## src/rtl/ula_seq_exec_if.sv

```systemverilog
// Op-issue / result-return channel between the control unit (master) and ula_seq_exec (slave).
// The abort wire exists only when ULA_ABORT_EN is defined.
interface ula_seq_exec_if #(
  parameter int DATA_WIDTH   = 16,
  parameter int OPCODE_WIDTH = 4
);
  logic                           in_valid;
  logic                           in_ready;
  logic        [OPCODE_WIDTH-1:0] opcode;
  logic signed [DATA_WIDTH-1:0]   data1;
  logic signed [DATA_WIDTH-1:0]   data2;
  logic                           out_valid;
  logic                           out_ready;
  logic signed [DATA_WIDTH-1:0]   out;
  logic        [4:0]              rflags;

`ifdef ULA_ABORT_EN
  logic                           abort;

  modport master (
    output in_valid, opcode, data1, data2, out_ready, abort,
    input  in_ready, out_valid, out, rflags
  );

  modport slave (
    input  in_valid, opcode, data1, data2, out_ready, abort,
    output in_ready, out_valid, out, rflags
  );
`else
  modport master (
    output in_valid, opcode, data1, data2, out_ready,
    input  in_ready, out_valid, out, rflags
  );

  modport slave (
    input  in_valid, opcode, data1, data2, out_ready,
    output in_ready, out_valid, out, rflags
  );
`endif
endinterface

```

## src/rtl/ula_seq_exec.sv

```systemverilog
// Handshaked sequential ALU: single-cycle ADD/SUB/AND/OR/NOT/CMP, iterative shift-add MUL and restoring DIV.
// Optional ULA_ABORT_EN adds an abort input that cancels an in-flight MUL/DIV.
module ula_seq_exec #(
  parameter int DATA_WIDTH   = 16,
  parameter int OPCODE_WIDTH = 4
) (
  input  logic          clk,
  input  logic          rst_n,
  ula_seq_exec_if.slave bus
);
  localparam int W     = DATA_WIDTH;
  localparam int CNT_W = $clog2(DATA_WIDTH);
  localparam logic [CNT_W-1:0] CNT_LAST = CNT_W'(DATA_WIDTH - 1);

  localparam logic [OPCODE_WIDTH-1:0] OP_ADD = OPCODE_WIDTH'(0);
  localparam logic [OPCODE_WIDTH-1:0] OP_SUB = OPCODE_WIDTH'(1);
  localparam logic [OPCODE_WIDTH-1:0] OP_MUL = OPCODE_WIDTH'(2);
  localparam logic [OPCODE_WIDTH-1:0] OP_DIV = OPCODE_WIDTH'(3);
  localparam logic [OPCODE_WIDTH-1:0] OP_AND = OPCODE_WIDTH'(4);
  localparam logic [OPCODE_WIDTH-1:0] OP_OR  = OPCODE_WIDTH'(5);
  localparam logic [OPCODE_WIDTH-1:0] OP_NOT = OPCODE_WIDTH'(6);
  localparam logic [OPCODE_WIDTH-1:0] OP_CMP = OPCODE_WIDTH'(7);

  typedef enum logic [2:0] {S_IDLE, S_MUL, S_DIV, S_FIX, S_DONE} state_t;

  function automatic logic [W-1:0] f_mag(input logic signed [W-1:0] v);
    f_mag = v[W-1] ? $unsigned(-v) : $unsigned(v);
  endfunction

  // {OVERFLOW, ABOVE, EQUAL, BELOW, ERROR} derived from a signed result
  function automatic logic [4:0] f_flags(input logic [W-1:0] r, input logic ovf);
    f_flags = {ovf, ~r[W-1] & (|r), ~(|r), r[W-1], 1'b0};
  endfunction

  state_t             r_state, w_state_nxt;
  logic [CNT_W-1:0]   r_cnt;
  logic [W-1:0]       r_out;
  logic [4:0]         r_flags;
  logic               r_neg;
  logic [2*W-1:0]     r_acc, r_mcand;
  logic [W-1:0]       r_mplier, r_rem, r_quo, r_divisor;

  logic               w_accept, w_abort;
  logic [W-1:0]       w_mag_a, w_mag_b;
  logic signed [W-1:0] w_sum, w_dif;
  logic               w_ovf_add, w_ovf_sub;
  logic [W-1:0]       w_and, w_or, w_not;
  logic [W-1:0]       w_one_out;
  logic [4:0]         w_one_flags;
  logic [2*W-1:0]     w_acc_nxt, w_prod;
  logic               w_mul_ovf;
  logic [W:0]         w_shift;
  logic [W-1:0]       w_diff;
  logic               w_fits;
  logic [W-1:0]       w_div_res;
  logic               w_div_ovf;

`ifdef ULA_ABORT_EN
  assign w_abort = bus.abort;
`else
  assign w_abort = 1'b0;
`endif

  assign w_accept = bus.in_valid && bus.in_ready;
  assign w_mag_a  = f_mag(bus.data1);
  assign w_mag_b  = f_mag(bus.data2);

  assign w_sum     = bus.data1 + bus.data2;
  assign w_dif     = bus.data1 - bus.data2;
  assign w_ovf_add = (bus.data1[W-1] == bus.data2[W-1]) && (w_sum[W-1] != bus.data1[W-1]);
  assign w_ovf_sub = (bus.data1[W-1] != bus.data2[W-1]) && (w_dif[W-1] != bus.data1[W-1]);
  assign w_and     = bus.data1 & bus.data2;
  assign w_or      = bus.data1 | bus.data2;
  assign w_not     = ~bus.data1;

  // Default covers unknown opcodes and divide-by-zero: out=0, ERROR only
  always_comb begin
    w_one_out   = '0;
    w_one_flags = 5'b00001;
    case (bus.opcode)
      OP_ADD: begin w_one_out = w_sum; w_one_flags = f_flags(w_sum, w_ovf_add); end
      OP_SUB: begin w_one_out = w_dif; w_one_flags = f_flags(w_dif, w_ovf_sub); end
      OP_AND: begin w_one_out = w_and; w_one_flags = f_flags(w_and, 1'b0); end
      OP_OR:  begin w_one_out = w_or;  w_one_flags = f_flags(w_or, 1'b0); end
      OP_NOT: begin w_one_out = w_not; w_one_flags = f_flags(w_not, 1'b0); end
      OP_CMP: begin
        w_one_out   = '0;
        w_one_flags = {1'b0, bus.data1 > bus.data2, bus.data1 == bus.data2,
                       bus.data1 < bus.data2, 1'b0};
      end
      default: ;
    endcase
  end

  // Multiply: the final partial product is folded in combinationally on the last iteration
  assign w_acc_nxt = r_acc + (r_mplier[0] ? r_mcand : '0);
  assign w_prod    = r_neg ? -w_acc_nxt : w_acc_nxt;
  assign w_mul_ovf = (w_prod != {{W{w_prod[W-1]}}, w_prod[W-1:0]});

  // Restoring divide: partial remainder shifted with the next dividend bit from r_quo
  assign w_shift   = {r_rem, r_quo[W-1]};
  assign w_fits    = (w_shift >= {1'b0, r_divisor});
  assign w_diff    = w_shift[W-1:0] - r_divisor;
  assign w_div_res = r_neg ? -r_quo : r_quo;
  assign w_div_ovf = !r_neg && r_quo[W-1];

  always_ff @(posedge clk) begin
    if (w_accept) begin
      r_neg     <= bus.data1[W-1] ^ bus.data2[W-1];
      r_acc     <= '0;
      r_mcand   <= {{W{1'b0}}, w_mag_a};
      r_mplier  <= w_mag_b;
      r_rem     <= '0;
      r_quo     <= w_mag_a;
      r_divisor <= w_mag_b;
    end else if (r_state == S_MUL) begin
      r_acc    <= w_acc_nxt;
      r_mcand  <= r_mcand << 1;
      r_mplier <= r_mplier >> 1;
    end else if (r_state == S_DIV) begin
      r_rem <= w_fits ? w_diff : w_shift[W-1:0];
      r_quo <= {r_quo[W-2:0], w_fits};
    end
  end

  always_ff @(posedge clk or negedge rst_n) begin
    if (!rst_n) r_state <= S_IDLE;
    else        r_state <= w_state_nxt;
  end

  always_comb begin
    w_state_nxt = r_state;
    case (r_state)
      S_IDLE: if (w_accept) begin
        if (bus.opcode == OP_MUL)                         w_state_nxt = S_MUL;
        else if (bus.opcode == OP_DIV && bus.data2 != '0) w_state_nxt = S_DIV;
        else                                              w_state_nxt = S_DONE;
      end
      S_MUL:  if (w_abort) w_state_nxt = S_IDLE;
              else if (r_cnt == CNT_LAST) w_state_nxt = S_DONE;
      S_DIV:  if (w_abort) w_state_nxt = S_IDLE;
              else if (r_cnt == CNT_LAST) w_state_nxt = S_FIX;
      S_FIX:  w_state_nxt = w_abort ? S_IDLE : S_DONE;
      S_DONE: if (bus.out_ready) w_state_nxt = S_IDLE;
      default: w_state_nxt = S_IDLE;
    endcase
  end

  // in_ready is gated by rst_n so nothing is accepted while reset is held
  always_comb begin
    bus.in_ready  = (r_state == S_IDLE) && rst_n;
    bus.out_valid = (r_state == S_DONE);
  end

  always_ff @(posedge clk or negedge rst_n) begin
    if (!rst_n) begin
      r_cnt   <= '0;
      r_out   <= '0;
      r_flags <= '0;
    end else begin
      if (w_accept)
        r_cnt <= '0;
      else if ((r_state == S_MUL || r_state == S_DIV) && !w_abort)
        r_cnt <= r_cnt + CNT_W'(1);

      if (w_accept && w_state_nxt == S_DONE) begin
        r_out   <= w_one_out;
        r_flags <= w_one_flags;
      end else if (r_state == S_MUL && r_cnt == CNT_LAST && !w_abort) begin
        r_out   <= w_prod[W-1:0];
        r_flags <= f_flags(w_prod[W-1:0], w_mul_ovf);
      end else if (r_state == S_FIX && !w_abort) begin
        r_out   <= w_div_res;
        r_flags <= f_flags(w_div_res, w_div_ovf);
      end
    end
  end

  assign bus.out    = r_out;
  assign bus.rflags = r_flags;
endmodule

```

## src/flat_wrapper.sv

```systemverilog
// flat-port wrapper written by rule: the top's interface ports become plain ports
module ula_seq_exec_flat 
#(
  parameter int DATA_WIDTH   = 16,
  parameter int OPCODE_WIDTH = 4
)
  (clk, rst_n, bus_in_valid, bus_opcode, bus_data1, bus_data2, bus_out_ready, bus_in_ready, bus_out_valid, bus_out, bus_rflags);
  ula_seq_exec_if #(.DATA_WIDTH(DATA_WIDTH), .OPCODE_WIDTH(OPCODE_WIDTH)) bus_i ();
  input  logic clk;
  input  logic rst_n;
  input wire logic [$bits(bus_i.in_valid)-1:0] bus_in_valid;
  input wire logic [$bits(bus_i.opcode)-1:0] bus_opcode;
  input wire logic [$bits(bus_i.data1)-1:0] bus_data1;
  input wire logic [$bits(bus_i.data2)-1:0] bus_data2;
  input wire logic [$bits(bus_i.out_ready)-1:0] bus_out_ready;
  output wire logic [$bits(bus_i.in_ready)-1:0] bus_in_ready;
  output wire logic [$bits(bus_i.out_valid)-1:0] bus_out_valid;
  output wire logic [$bits(bus_i.out)-1:0] bus_out;
  output wire logic [$bits(bus_i.rflags)-1:0] bus_rflags;
  assign bus_i.in_valid = bus_in_valid;
  assign bus_i.opcode = bus_opcode;
  assign bus_i.data1 = bus_data1;
  assign bus_i.data2 = bus_data2;
  assign bus_i.out_ready = bus_out_ready;
  assign bus_in_ready = bus_i.in_ready;
  assign bus_out_valid = bus_i.out_valid;
  assign bus_out = bus_i.out;
  assign bus_rflags = bus_i.rflags;
  ula_seq_exec #(.DATA_WIDTH(DATA_WIDTH), .OPCODE_WIDTH(OPCODE_WIDTH)) u_core (.clk(clk), .rst_n(rst_n), .bus(bus_i));
endmodule
```

## config.mk

```make
export PLATFORM = sky130hd
export DESIGN_NAME = ula_seq_exec_flat
export DESIGN_NICKNAME = d
export VERILOG_FILES = /design/src/rtl/ula_seq_exec_if.sv /design/src/rtl/ula_seq_exec.sv /design/src/flat_wrapper.sv
export SDC_FILE = /design/constraint.sdc
export NUM_CORES = 1
export LEC_CHECK = 0
export ABC_AREA = 1
export CAP_MARGIN = 30
export CORE_ASPECT_RATIO = 1.1
export CORE_MARGIN = 2
export CORE_UTILIZATION = 40
export CTS_CLUSTER_SIZE = 40
export DETAILED_ROUTE_END_ITERATION = 8
export GPL_TIMING_DRIVEN = 0
export PLACE_DENSITY = 0.56
export SETUP_SLACK_MARGIN = 0.3
export SLEW_MARGIN = 5
export SYNTH_ARGS = -nofsm -noshare
export SYNTH_HDL_FRONTEND = slang
export SYNTH_SLANG_ARGS = --single-unit
```

## constraint.sdc

```tcl
create_clock -name clk -period 3.3 [get_ports clk]
set_input_delay 0.66 -clock clk [delete_from_list [all_inputs] [get_ports clk]]
set_output_delay 0.66 -clock clk [all_outputs]
set_load 0.02 [all_outputs]
```

==> reports/results.ini, run 1 <==
[route]
vias_per_cell=5.31
routed_wire_length_per_instance_um=18.9
top_routing_layer_in_use=met4
detail_route.wirelength.met1_um=22500
antenna_violating_nets_post_route=0
initialDrtViolationCount=1017
met3_wirelength_um=1680
drc=0
route.met2.wl_um=27000
via_count=15155
postRouteWirelength_um=53800
router_iterations_before_antenna_repair=5

[critical_path]
cp_max_delay_cell=edfxtp_1
cp_slowest_stage_delay_ps=430
timing.critical_path.fanout_max=5
path_cells=clkbuf_8, nand2_2, inv_2, ha_4, fa_2, nand3_4, nand2_4, nand3_2, nand3_4, nand2_2, nand3_1, nand2_4, nand2_2, nor2_4, buf_4, nand2_1, a21oi_2, xor2_2, nand3_1, nand2_2, nand3_2, nand2_2, a21oi_2
crit_cells=23
critPathRequiredTime_ps=3620
cp.arrival_ps=3760
crit_path_start_kind=flop
cp.buffers_inverters=3
cpLargestDelayFamily=simple AND/OR/NAND/NOR gates
r2r_cells=23
cpMostUsedCell=nand2_2
reg2reg_slack_ps=-130
path_class=flop to flop
critical_path.endpoint_type=flop

[pwr]
sw_frac_of_total=0.398
power.static_leakage_nw=8.73
power.sequential.fraction=0.317
total_power_mw=7.86
power_density_mw_per_mm2=429
share_clk_of_total_power=0.263
power.net_switching_mw=3.13
share_comb_of_total_power=0.420
vdd_ir_drop_max_v=0.000496
power.internal_mw=4.73

[synthesis]
synth-seq-cells=157
postSynth.asyncResetShare=0.178
post-synth-top-count-cell=nand2_1
postSynth.topFlopCell=edfxtp_1
synth.top_cell.area_share=0.162
syn_inst=2200
synthesis.area_per_instance_um2=6.54
synthesis.yosys.warnings=0
synth.top_cells.by_area=nand2_1, edfxtp_1, dfxtp_1
mappedNetlistNets=2345
number_of_enable_flip_flop_cells_after_synthesis=65
synthesis.area_mm2=0.0144
synth_area_leader_cell=nand2_1
post_synth_most_frequent_cells=nand2_1, inv_1, nor2_1, nand3_1, o21ai_0
netlist-cell-type-count=60
synth-seq-area-share=0.274

[clocking]
cts_tree=built
clock_sinks=157
cts.clk_slew.worst_paths_ps=70
worstSkewPairLatency_ps=450
cts-hold-fix-buffers=0
cts_buffer_depth=2
cts_buffers=17
htreeDepth=4
cts_root_buffer=clkbuf_16

[timing]
max-slew-margin-rel=0.398
drv_slew=0
clock.fmax_mhz=291
share_of_the_clock_period_used_by_the_worst_path=1.04
clock_skew_ps=14.6
postLayoutSetupSlackWorst_ps=-133
worst_slew_pin_slew_ps=897
finalCriticalPeriod_ps=3430
grt_setup_unrepaired=yes
timing.setup.tns_ps=-247
final_setup_violation_count=4
final_hold_viol_count=0

[placement]
place_congestion=0.941
post_dp_hpwl_um=43000
placement.io_buffers=62
cell_count_after_placement=2745

[min_path]
hold_path_class=input port to async pin

[final_layout]
n_antenna_cell=0
synthToLayoutAreaGrowth_pct=27.5
nets=2503
fin_util=0.519
finish.cell_count_without_fillers=2852
drive_gt1_frac=0.216

[status]
outcome=complete, but fails checks
failed_checks=negative setup slack

[floorplan]
floorplan.core_area_mm2=0.0353
die_area_mm2=0.0375
initial_utilization=0.407
dieHeight_um=203
die_width_um=185
rows=72
top_level_ports=63

[global_route]
vias_in_the_first_global_route=14641
grt_max_degree=34
wire_length_of_the_first_global_routing_pass_um=82500
track_usage=0.287
grt_antenna_before_repair=0
global_route_congestion_overflow_total=0

[run]
timing.max_cap.violations=0

-- state kept, by name, indices dropped and copies added, names as in the netlist --
signal,cells
u_core.bus.rflags,5
u_core.r_cnt,4
u_core.r_acc,32
u_core.r_rem,16
u_core.r_divisor,16
u_core.r_neg,1
u_core.r_quo,16
u_core.r_mcand,32
u_core.bus.out,16
u_core.r_mplier,16
u_core.r_state,3
-- power groups by stage --
| stage | Clock [mW] | Combinational, mW | Sequential [mW] |
|---|---|---|---|
| global route | 2.18 | 3.58 | 2.53 |
| finish | 2.07 | 3.30 | 2.49 |
| global placement | 0 | 2.63 | 2.52 |
| CTS | 2.10 | 2.84 | 2.49 |
| detailed placement | 0 | 2.65 | 2.52 |
| floorplan | 0 | 1.62 | 2.61 |
-- worst register-to-register path, delay by kind of cell (launching register included) --
| kind | cells | cell delay, ps |
|---|---|---|
| DFF | 1 | 430 |
| buffers and inverters | 3 | 330 |
| adders and majority gates | 2 | 570 |
| AOI/OAI and AO/OA | 2 | 240 |
| and+or+nand+nor | 15 | 1580 |
| xor gates and xnor gates | 1 | 180 |
-- worst paths after layout --
| check | end | from |
|---|---|---|
| worst max-delay path | u_core.bus.rflags[4]$_DFFE_PN0P_ | u_core.r_mplier[0]$_DFFE_PP_ |
| worst min-delay path | u_core.bus.out[14]$_DFFE_PN0P_ | rst_n |
| worst max register to register | u_core.bus.rflags[4]$_DFFE_PN0P_ | u_core.r_mplier[0]$_DFFE_PP_ |
| worst min register to register | u_core.r_mcand[31]$_SDFFE_PP0P_ | u_core.r_mcand[31]$_SDFFE_PP0P_ |
| max in group asynchronous | u_core.bus.out[6]$_DFFE_PN0P_ | rst_n |
| min in group clk | u_core.r_mcand[31]$_SDFFE_PP0P_ | u_core.r_mcand[31]$_SDFFE_PP0P_ |
-- cells by family (layout without fill, tap and decap cells) --
family / count (synthesis) / after routing / share of synthesized area
AND/OR/NAND/NOR: 1097 / 1097 / 0.332
buffers and inverters: 398 / 569 / 0.105
flip-flops: 157 / 157 / 0.274
XOR/XNOR: 85 / 85 / 0.0518
adder cells (fa/ha/maj): 105 / 105 / 0.0934
AO/OA/AOI/OAI: 358 / 358 / 0.144
-- per-stage QoR --
| step | cell area [um^2] | setup slack [ps] | hold WS (ps) |
|---|---|---|---|
| after global routing | 18300 | -362 | 85.1 |
| final | 18300 | -133 | 86.0 |
| after detailed placement | 15700 | -1240 | 448 |
| after floorplan | 14400 | 283 | 364 |
| after global placement | 15600 | -1810 | 449 |
| after CTS | 17100 | -211 | 180 |
-- timing repair --
| action | 4_1_cts | 5_1_grt |
|---|---|---|
| cloned | 1 | 0 |
| setup endpoints to repair | 148 | 99 |
| setup buffers | 28 | 46 |
| pin swaps | 25 | 99 |
| gates resized for setup | 193 | 259 |
-- cells in the final DEF (no fill, tap or decap), types with 11 or more instances in the layout --
cell | netlist | layout
dfxtp_1 | 64 | 64
inv_1 | 305 | 283
nor2_4 | 3 | 21
o22ai_1 | 17 | 17
clkbuf_1 | 44 | 28
o211ai_1 | 17 | 17
a21oi_2 | 3 | 17
nand4_1 | 36 | 36
nand3_1 | 134 | 114
inv_2 | 24 | 45
nand2_4 | 5 | 40
ha_4 | 0 | 27
o21ai_0 | 130 | 120
nand3_2 | 8 | 20
clkbuf_2 | 1 | 16
a31oi_1 | 19 | 17
xor2_1 | 70 | 63
a21oi_1 | 104 | 90
clkbuf_16 | 0 | 17
nor2_2 | 7 | 31
a22oi_1 | 19 | 19
ha_1 | 101 | 68
nand2_1 | 621 | 526
edfxtp_1 | 65 | 65
nand2_2 | 38 | 97
dfrtp_1 | 28 | 28
nor3_1 | 37 | 30
clkdlybuf4s50_1 | 0 | 38
xnor2_1 | 15 | 14
nor2_1 | 168 | 126
buf_4 | 1 | 67
o21ai_1 | 7 | 11
-- final cells by class --
type | instances | area (um^2)
tap | 481 | 602
clock buffer | 18 | 429
clock inverter | 14 | 176
fill | 3590 | 17000
inverter | 338 | 1280
sequential | 157 | 3930
buffer | 60 | 313
multi-input combinational | 1645 | 10400
timing repair buffer | 139 | 1230
-- layer usage --
layer	GRT usage	up-vias
li1	-	7504
met1	0.341	7178
met2	0.515	378
met3	0.0317	95
met4	0.130	0
met5	0	-
Note: power is estimated with default switching activity, not from simulation.
==> run 2: changes to the inputs <==
--- a/config.mk
+++ b/config.mk
@@ -5,7 +5,7 @@
 export SDC_FILE = /design/constraint.sdc
 export NUM_CORES = 1
 export LEC_CHECK = 0
-export ABC_AREA = 1
+export ABC_AREA = 0
 export CAP_MARGIN = 30
 export CORE_ASPECT_RATIO = 1.1
 export CORE_MARGIN = 2
==> reports/results.ini, run 2 <==
[critical_path]
cp_max_delay_cell=or4_1
critical_path.reg2reg.endpoint=u_core.bus.rflags[4]$_DFFE_PN0P_
reg2reg_slack_ps=-1380  ; -1250 ps
r2r_cells=19  ; -17%
r2r-start=u_core.r_mplier[0]$_DFFE_PP_
crit_path_start_kind=flop
path_cells=buf_6, clkbuf_16, and2_4, fa_2, a211oi_4, buf_4, buf_6, o21ai_4, a31oi_4, buf_4, xnor2_2, a2111o_1, or4_1, a21oi_2, o311a_1, nand4_1, nor4_1, o22ai_1, o2bb2ai_1
critPathRequiredTime_ps=3620  ; about the same
cp.arrival_ps=5000  ; +1240 ps
cpLargestDelayFamily=compound AO/OA/AOI/OAI gates
path_class=flop to flop
cp_slowest_stage_delay_ps=500  ; +70 ps
timing.critical_path.fanout_max=6  ; +1
critical_path.endpoint_type=flop
cp.buffers_inverters=5  ; +2

[synthesis]
synth-seq-area-share=0.277  ; +0.00357
synth-seq-cells=157  ; unchanged
mappedNetlistNets=1923  ; -18%
synthesis.area_mm2=0.0142  ; -1.3%
syn_inst=1778  ; -19%
number_of_enable_flip_flop_cells_after_synthesis=65  ; unchanged
post_synth_most_frequent_cells=nand2_1, o21ai_0, ha_1, nor2_1, inv_1
synthesis.yosys.warnings=0  ; unchanged
netlist-cell-type-count=98  ; +63%
postSynth.asyncResetShare=0.178  ; unchanged
synth_area_leader_cell=edfxtp_1
synth.top_cell.area_share=0.137  ; -0.0246
postSynth.topFlopCell=edfxtp_1
post-synth-top-count-cell=nand2_1
synthesis.area_per_instance_um2=7.98  ; +22%
synth.top_cells.by_area=edfxtp_1, dfxtp_1, ha_1

[timing]
final_hold_viol_count=0  ; unchanged
clock_skew_ps=18.5  ; +3.98 ps
share_of_the_clock_period_used_by_the_worst_path=1.42  ; +0.379
grt_setup_unrepaired=yes
timing.setup.tns_ps=-17790  ; -17550 ps
clock.fmax_mhz=214  ; -27%
finalCriticalPeriod_ps=4680  ; +1250 ps
drv_slew=0  ; unchanged
max-slew-margin-rel=0.376  ; -0.0221
final_setup_violation_count=49  ; +45
worst_slew_pin_slew_ps=925  ; +27.9 ps
postLayoutSetupSlackWorst_ps=-1380  ; -1250 ps
fin_worst_hold_slack_ps=194  ; +108 ps

[pwr]
sw_frac_of_total=0.395  ; -0.00291
power.net_switching_mw=3.06  ; -2.3%
power.sequential.fraction=0.313  ; -0.004
power.internal_mw=4.68  ; -1.1%
power.static_leakage_nw=7.43  ; -15%
vdd_ir_drop_max_v=0.000453  ; -8.5%
share_clk_of_total_power=0.259  ; -0.004
power_density_mw_per_mm2=415  ; -3.1%
share_comb_of_total_power=0.428  ; +0.008

[route]
vias_per_cell=5.97  ; +12%
router_iterations_before_antenna_repair=5  ; unchanged
postRouteWirelength_um=54100  ; +0.54%
initialDrtViolationCount=966  ; -5.0%
antenna_violating_nets_post_route=0  ; unchanged
drc=0  ; unchanged
routed_wire_length_per_instance_um=22.3  ; +18%
via_count=14478  ; -4.5%

[final_layout]
final_common_cell=nand2_1
drive_gt1_frac=0.227  ; +0.0118
nets=2112  ; -16%
layout.cells.most_common_list=nand2_1, o21ai_0, nor2_1, inv_1, buf_4
nFillCells=3243  ; -9.7%
top_regs=u_core.r_acc x32, u_core.r_mcand x32
synthToLayoutAreaGrowth_pct=31.2

[global_route]
vias_in_the_first_global_route=14240  ; -2.7%
wire_length_of_the_first_global_routing_pass_um=82000  ; -0.63%
grt_antenna_before_repair=0  ; unchanged
track_usage=0.288  ; +0.000939
global_route_congestion_overflow_total=0  ; unchanged
grt_max_degree=27  ; -21%

[floorplan]
rows=72  ; unchanged
die_area_mm2=0.0370  ; -1.3%
die_width_um=184  ; -0.63%
initial_utilization=0.405  ; -0.00214
dieHeight_um=202  ; -0.63%
floorplan.core_area_mm2=0.0350  ; -0.77%
top_level_ports=63  ; unchanged

[placement]
post_dp_hpwl_um=40400  ; -6.1%
placement.io_buffers=60  ; -3.2%
place_congestion=0.925  ; -1.8%

[status]
outcome=complete, but fails checks
failed_checks=negative setup slack

[min_path]
hold_path_class=input port to async pin

[run]
timing.max_cap.violations=0  ; unchanged

[clocking]
worstSkewPairLatency_ps=450  ; about the same
clock_sinks=157  ; unchanged
cts_buffers=17  ; unchanged
cts.clk_slew.worst_paths_ps=70  ; about the same
cts_root_buffer=clkbuf_16
cts_tree=built
cts_buffer_depth=2  ; unchanged
htreeDepth=4  ; unchanged

run 2: how the worst max path moves through the flow:
stage                                             from                               end  slack (ps)  cells after the start
after floorplan           u_core.r_mplier[0]$_DFFE_PP_  u_core.bus.rflags[4]$_DFFE_PN0P_        -870                     17
after global placement                           rst_n     u_core.r_divisor[5]$_DFFE_PP_       -2300                      6
after detailed placement                  bus_data1[5]  u_core.bus.rflags[3]$_DFFE_PN0P_       -2010                     18
after CTS                 u_core.r_mplier[0]$_DFFE_PP_  u_core.bus.rflags[4]$_DFFE_PN0P_       -1250                     17
after global routing      u_core.r_mplier[0]$_DFFE_PP_  u_core.bus.rflags[4]$_DFFE_PN0P_       -1450                     20
final                     u_core.r_mplier[0]$_DFFE_PP_  u_core.bus.rflags[4]$_DFFE_PN0P_       -1380                     19
run 2: kinds of logic (layout without fill, tap and decap cells):
| family | Yosys count | after routing | synth area share |
|---|---|---|---|
| xor+xnor | 114 | 114 | 0.0703 |
| flops | 157 | 157 | 0.277 |
| simple gates | 657 | 657 | 0.231 |
| other cells | 0 | 1 | 0 |
| mux | 30 | 30 | 0.0227 |
| fa+ha+maj | 105 | 105 | 0.0947 |
| buf+inv | 187 | 389 | 0.0510 |
| compound gates | 528 | 528 | 0.253 |
run 2: per-layer routing:
layer	vias up	GRT usage	routed length (um)
li1	6866	-	-
met1	7038	0.340	22300
met2	431	0.511	26900
met3	143	0.0308	1940
met4	0	0.152	2930
met5	-	0	0
run 2: area by class of cell:
class / count / area (um^2) / share of cell area
plain buffers: 95 / 513 / 0.0275
well taps: 444 / 556 / 0.0298
inverters: 92 / 345 / 0.0185
diodes: 1 / 2.50 / 0.000134
multi-input cells: 1434 / 11100 / 0.597
flip-flops and latches: 157 / 3930 / 0.211
clock inverters: 15 / 165 / 0.00887
clock buffers: 17 / 425 / 0.0228
repair buffers: 170 / 1570 / 0.0845
run 2: power by group through the flow:
stage	clock, mW	combinational [mW]	sequential, mW
6_report	2.00	3.31	2.42
5_1_grt	2.12	3.53	2.44
4_1_cts	2.02	2.91	2.41
3_5_place_dp	0	2.53	2.45
3_3_place_gp	0	2.51	2.44
2_1_floorplan	0	1.60	2.50
run 2: per-stage QoR:
step	power (mW)	setup slack, ps	utilization	cell area, um^2	instances
after global routing	8.10	-1450	0.532	18600	2424
after detailed placement	4.98	-2010	0.443	15500	2285
after floorplan	4.10	-872	-	14300	1778
after CTS	7.34	-1250	0.499	17500	2387
after global placement	4.95	-2300	0.441	15500	2282
final	7.74	-1380	0.532	18600	2425
run 2: timing repair:
item | 4_1_cts | 5_1_grt
cloned | 1 | 0
pin swaps | 65 | 48
buffers inserted | 69 | 37
hold buffers | 0 | 0
endpoints found under the setup margin | 197 | 90
resized for setup | 197 | 194
==> run 3: changes to the inputs <==
--- a/config.mk
+++ b/config.mk
@@ -13,7 +13,7 @@
 export CTS_CLUSTER_SIZE = 40
 export DETAILED_ROUTE_END_ITERATION = 8
 export GPL_TIMING_DRIVEN = 0
-export PLACE_DENSITY = 0.56
+export PLACE_DENSITY = 0.54
 export SETUP_SLACK_MARGIN = 0.3
 export SLEW_MARGIN = 5
 export SYNTH_ARGS = -nofsm -noshare
==> constraint.sdc (replaced) <==
create_clock -name clk -period 5 [get_ports clk]
set_input_delay 1 -clock clk [delete_from_list [all_inputs] [get_ports clk]]
set_output_delay 1 -clock clk [all_outputs]
set_load 0.02 [all_outputs]
==> reports/results.ini, run 3 (synthesized netlist as in run 2, its figures left out) <==
[critical_path]
r2r_cells=18  ; -1
reg2reg_slack_ps=310  ; +1690 ps
cp_max_delay_cell=or4b_4
critPathRequiredTime_ps=5330  ; +1710 ps
cp_slowest_stage_delay_ps=540  ; +40 ps
crit_path_start_kind=flop
cp.arrival_ps=5030  ; +30 ps
worstSetupEndpoint=u_core.bus.rflags[4]$_DFFE_PN0P_
critical_path.endpoint_type=flop
cpLargestDelayFamily=simple AND/OR/NAND/NOR gates
cp.buffers_inverters=4  ; -1
setup.worst_path.start=u_core.r_mplier[0]$_DFFE_PP_
critical_path.reg2reg.endpoint=u_core.bus.rflags[4]$_DFFE_PN0P_
timing.critical_path.fanout_max=10  ; +4
path_class=flop to flop
r2r-start=u_core.r_mplier[0]$_DFFE_PP_
cpMostUsedCell=nor4_4
path_cells=buf_6, buf_12, and2_1, ha_1, buf_2, nand3_1, nor2_1, a2111oi_4, buf_4, or3_4, a31o_2, xor2_4, or4b_4, nor4_4, nor4_4, nor4_2, o22ai_2, o2bb2ai_1
crit_cells=18  ; -1

[clocking]
cts_root_buffer=clkbuf_16
cts-hold-fix-buffers=0  ; unchanged
htreeDepth=4  ; unchanged
worstSkewPairLatency_ps=460  ; about the same
cts.clk_slew.worst_paths_ps=70  ; about the same
cts_buffers=17  ; unchanged
clock_sinks=157  ; unchanged
cts_tree=built
cts_buffer_depth=2  ; unchanged

[global_route]
grt_antenna_before_repair=0  ; unchanged
vias_in_the_first_global_route=13712  ; -3.7%
global_route_congestion_overflow_total=0  ; unchanged
wire_length_of_the_first_global_routing_pass_um=79100  ; -3.5%
grt_max_degree=27  ; unchanged
track_usage=0.281  ; -0.00702

[floorplan]
rows=72  ; unchanged
die_width_um=184  ; unchanged
floorplan.core_area_mm2=0.0350  ; unchanged
dieHeight_um=202  ; unchanged
top_level_ports=63  ; unchanged
die_area_mm2=0.0370  ; unchanged
initial_utilization=0.405  ; unchanged

[placement]
placement.io_buffers=60  ; unchanged
cell_count_after_placement=2286  ; +0.044%
post_dp_hpwl_um=41000  ; +1.6%
place_area_mm2=0.0154  ; -0.77%
place_congestion=0.915  ; -1.0%

[route]
drc=0  ; unchanged
via_count=13901  ; -4.0%
initialDrtViolationCount=857  ; -11%
router_iterations_before_antenna_repair=5  ; unchanged
vias_per_cell=5.92  ; -0.79%
antenna_violating_nets_post_route=0  ; unchanged
routed_wire_length_per_instance_um=22.0  ; -1.3%
postRouteWirelength_um=51600  ; -4.5%

[timing]
final_setup_violation_count=0  ; -100%
share_of_the_clock_period_used_by_the_worst_path=0.939  ; -0.480
fin_worst_hold_slack_ps=462  ; +267 ps
clock_skew_ps=8.16  ; -10.4 ps
finalCriticalPeriod_ps=4690  ; +11.6 ps
clock.fmax_mhz=213  ; -0.25%
drv_slew=0  ; unchanged
grt_setup_unrepaired=yes
worst_slew_pin_slew_ps=988  ; +63.5 ps
max-slew-margin-rel=0.339  ; -0.0365
final_hold_viol_count=0  ; unchanged

[final_layout]
layout.cells.most_common_list=nand2_1, o21ai_0, nor2_1, ha_1, inv_1
nets=2035  ; -3.6%
finish.cell_count_without_fillers=2347  ; -3.2%
postLayoutCellArea_mm2=0.0166  ; -11%
final_common_cell=nand2_1
drive_gt1_frac=0.0983  ; -0.129
fin_util=0.474  ; -0.0574
n_antenna_cell=0  ; -1
top_regs=u_core.r_acc x32, u_core.r_mcand x32
synthToLayoutAreaGrowth_pct=17.0

[pwr]
power.static_leakage_nw=6.76  ; -9.1%
vdd_ir_drop_max_v=0.000209  ; -54%
total_power_mw=4.70  ; -39%
power_density_mw_per_mm2=283  ; -32%

[run]
timing.max_cap.violations=0  ; unchanged

[status]
outcome=completed

[min_path]
hold_path_class=flop to flop

[run 3: changes by cell type in the layout (fill, tap and decap cells not counted), moves of 12 or more]
cell | previous run | this run
o21ai_2 | 18 | 2
xnor2_1 | 65 | 78
nand2_1 | 211 | 223
ha_4 | 16 | 1
ha_1 | 78 | 98
buf_6 | 32 | 3
o21ai_0 | 97 | 129
a21oi_2 | 24 | 7
a21oi_1 | 63 | 85
buf_4 | 83 | 29
[run 3: what timing repair did]
item                       in CTS  in global routing
resized for setup              41                 61
pin swaps                      18                 24
setup endpoints to repair       9                 27
buffers inserted               16                 13
[run 3: worst min path at each step]
| stage | startpoint | slack [ps] | depth (start not counted) | endpoint |
|---|---|---|---|---|
| 6_report | u_core.r_acc[5]$_SDFFE_PP0P_ | 460 | 2 | u_core.r_acc[5]$_SDFFE_PP0P_ |
| 5_1_grt | u_core.r_acc[6]$_SDFFE_PP0P_ | 480 | 2 | u_core.r_acc[6]$_SDFFE_PP0P_ |
| 4_1_cts | u_core.r_acc[9]$_SDFFE_PP0P_ | 460 | 2 | u_core.r_acc[9]$_SDFFE_PP0P_ |
| 3_5_place_dp | u_core.r_acc[9]$_SDFFE_PP0P_ | 450 | 2 | u_core.r_acc[9]$_SDFFE_PP0P_ |
| 3_3_place_gp | u_core.r_acc[27]$_SDFFE_PP0P_ | 440 | 2 | u_core.r_acc[27]$_SDFFE_PP0P_ |
| 2_1_floorplan | u_core.r_acc[19]$_SDFFE_PP0P_ | 430 | 2 | u_core.r_acc[19]$_SDFFE_PP0P_ |
[run 3: metal layers]
layer  track usage  vias to the layer above  routed length, um
li1              -                     6710                  -
met1         0.321                     6698              20700
met2         0.506                      379              26200
met3        0.0342                      114               1880
met4         0.151                        0               2860
met5             0                        -                  0
[run 3: stage by stage]
stage	setup slack, ps	setup TNS [ps]
global route	117	0
finish	305	0
floorplan	575	0
detailed placement	-636	-3220
global placement	-866	-48600
CTS	286	0
[run 3: report_power, final]
part	total [mW]	internal, mW	switching [mW]
clock	1.30	0.694	0.605
sequential	1.59	1.50	0.0876
combinational	1.81	0.709	1.10
total	4.70	2.90	1.80
[run 3: final cells by class]
cell class	count	area, um^2
timing repair buffer	93	892
multi-input combinational	1434	9920
clock buffer	18	429
sequential	157	3930
inverter	92	345
clock inverter	14	131
tap	444	556
buffer	95	405
fill	3501	18400
[run 3: worst register-to-register path, cell delays in order, from the launching register on]
cell and delay [ps]:
edfxtp_1 420, buf_6 150, buf_12 120, and2_1 150, ha_1 270, buf_2 210
nand3_1 140, nor2_1 310, a2111oi_4 150, buf_4 160, or3_4 390, a31o_2 280
xor2_4 260, or4b_4 540, nor4_4 350, nor4_4 90, nor4_2 300, o22ai_2 120
o2bb2ai_1 140
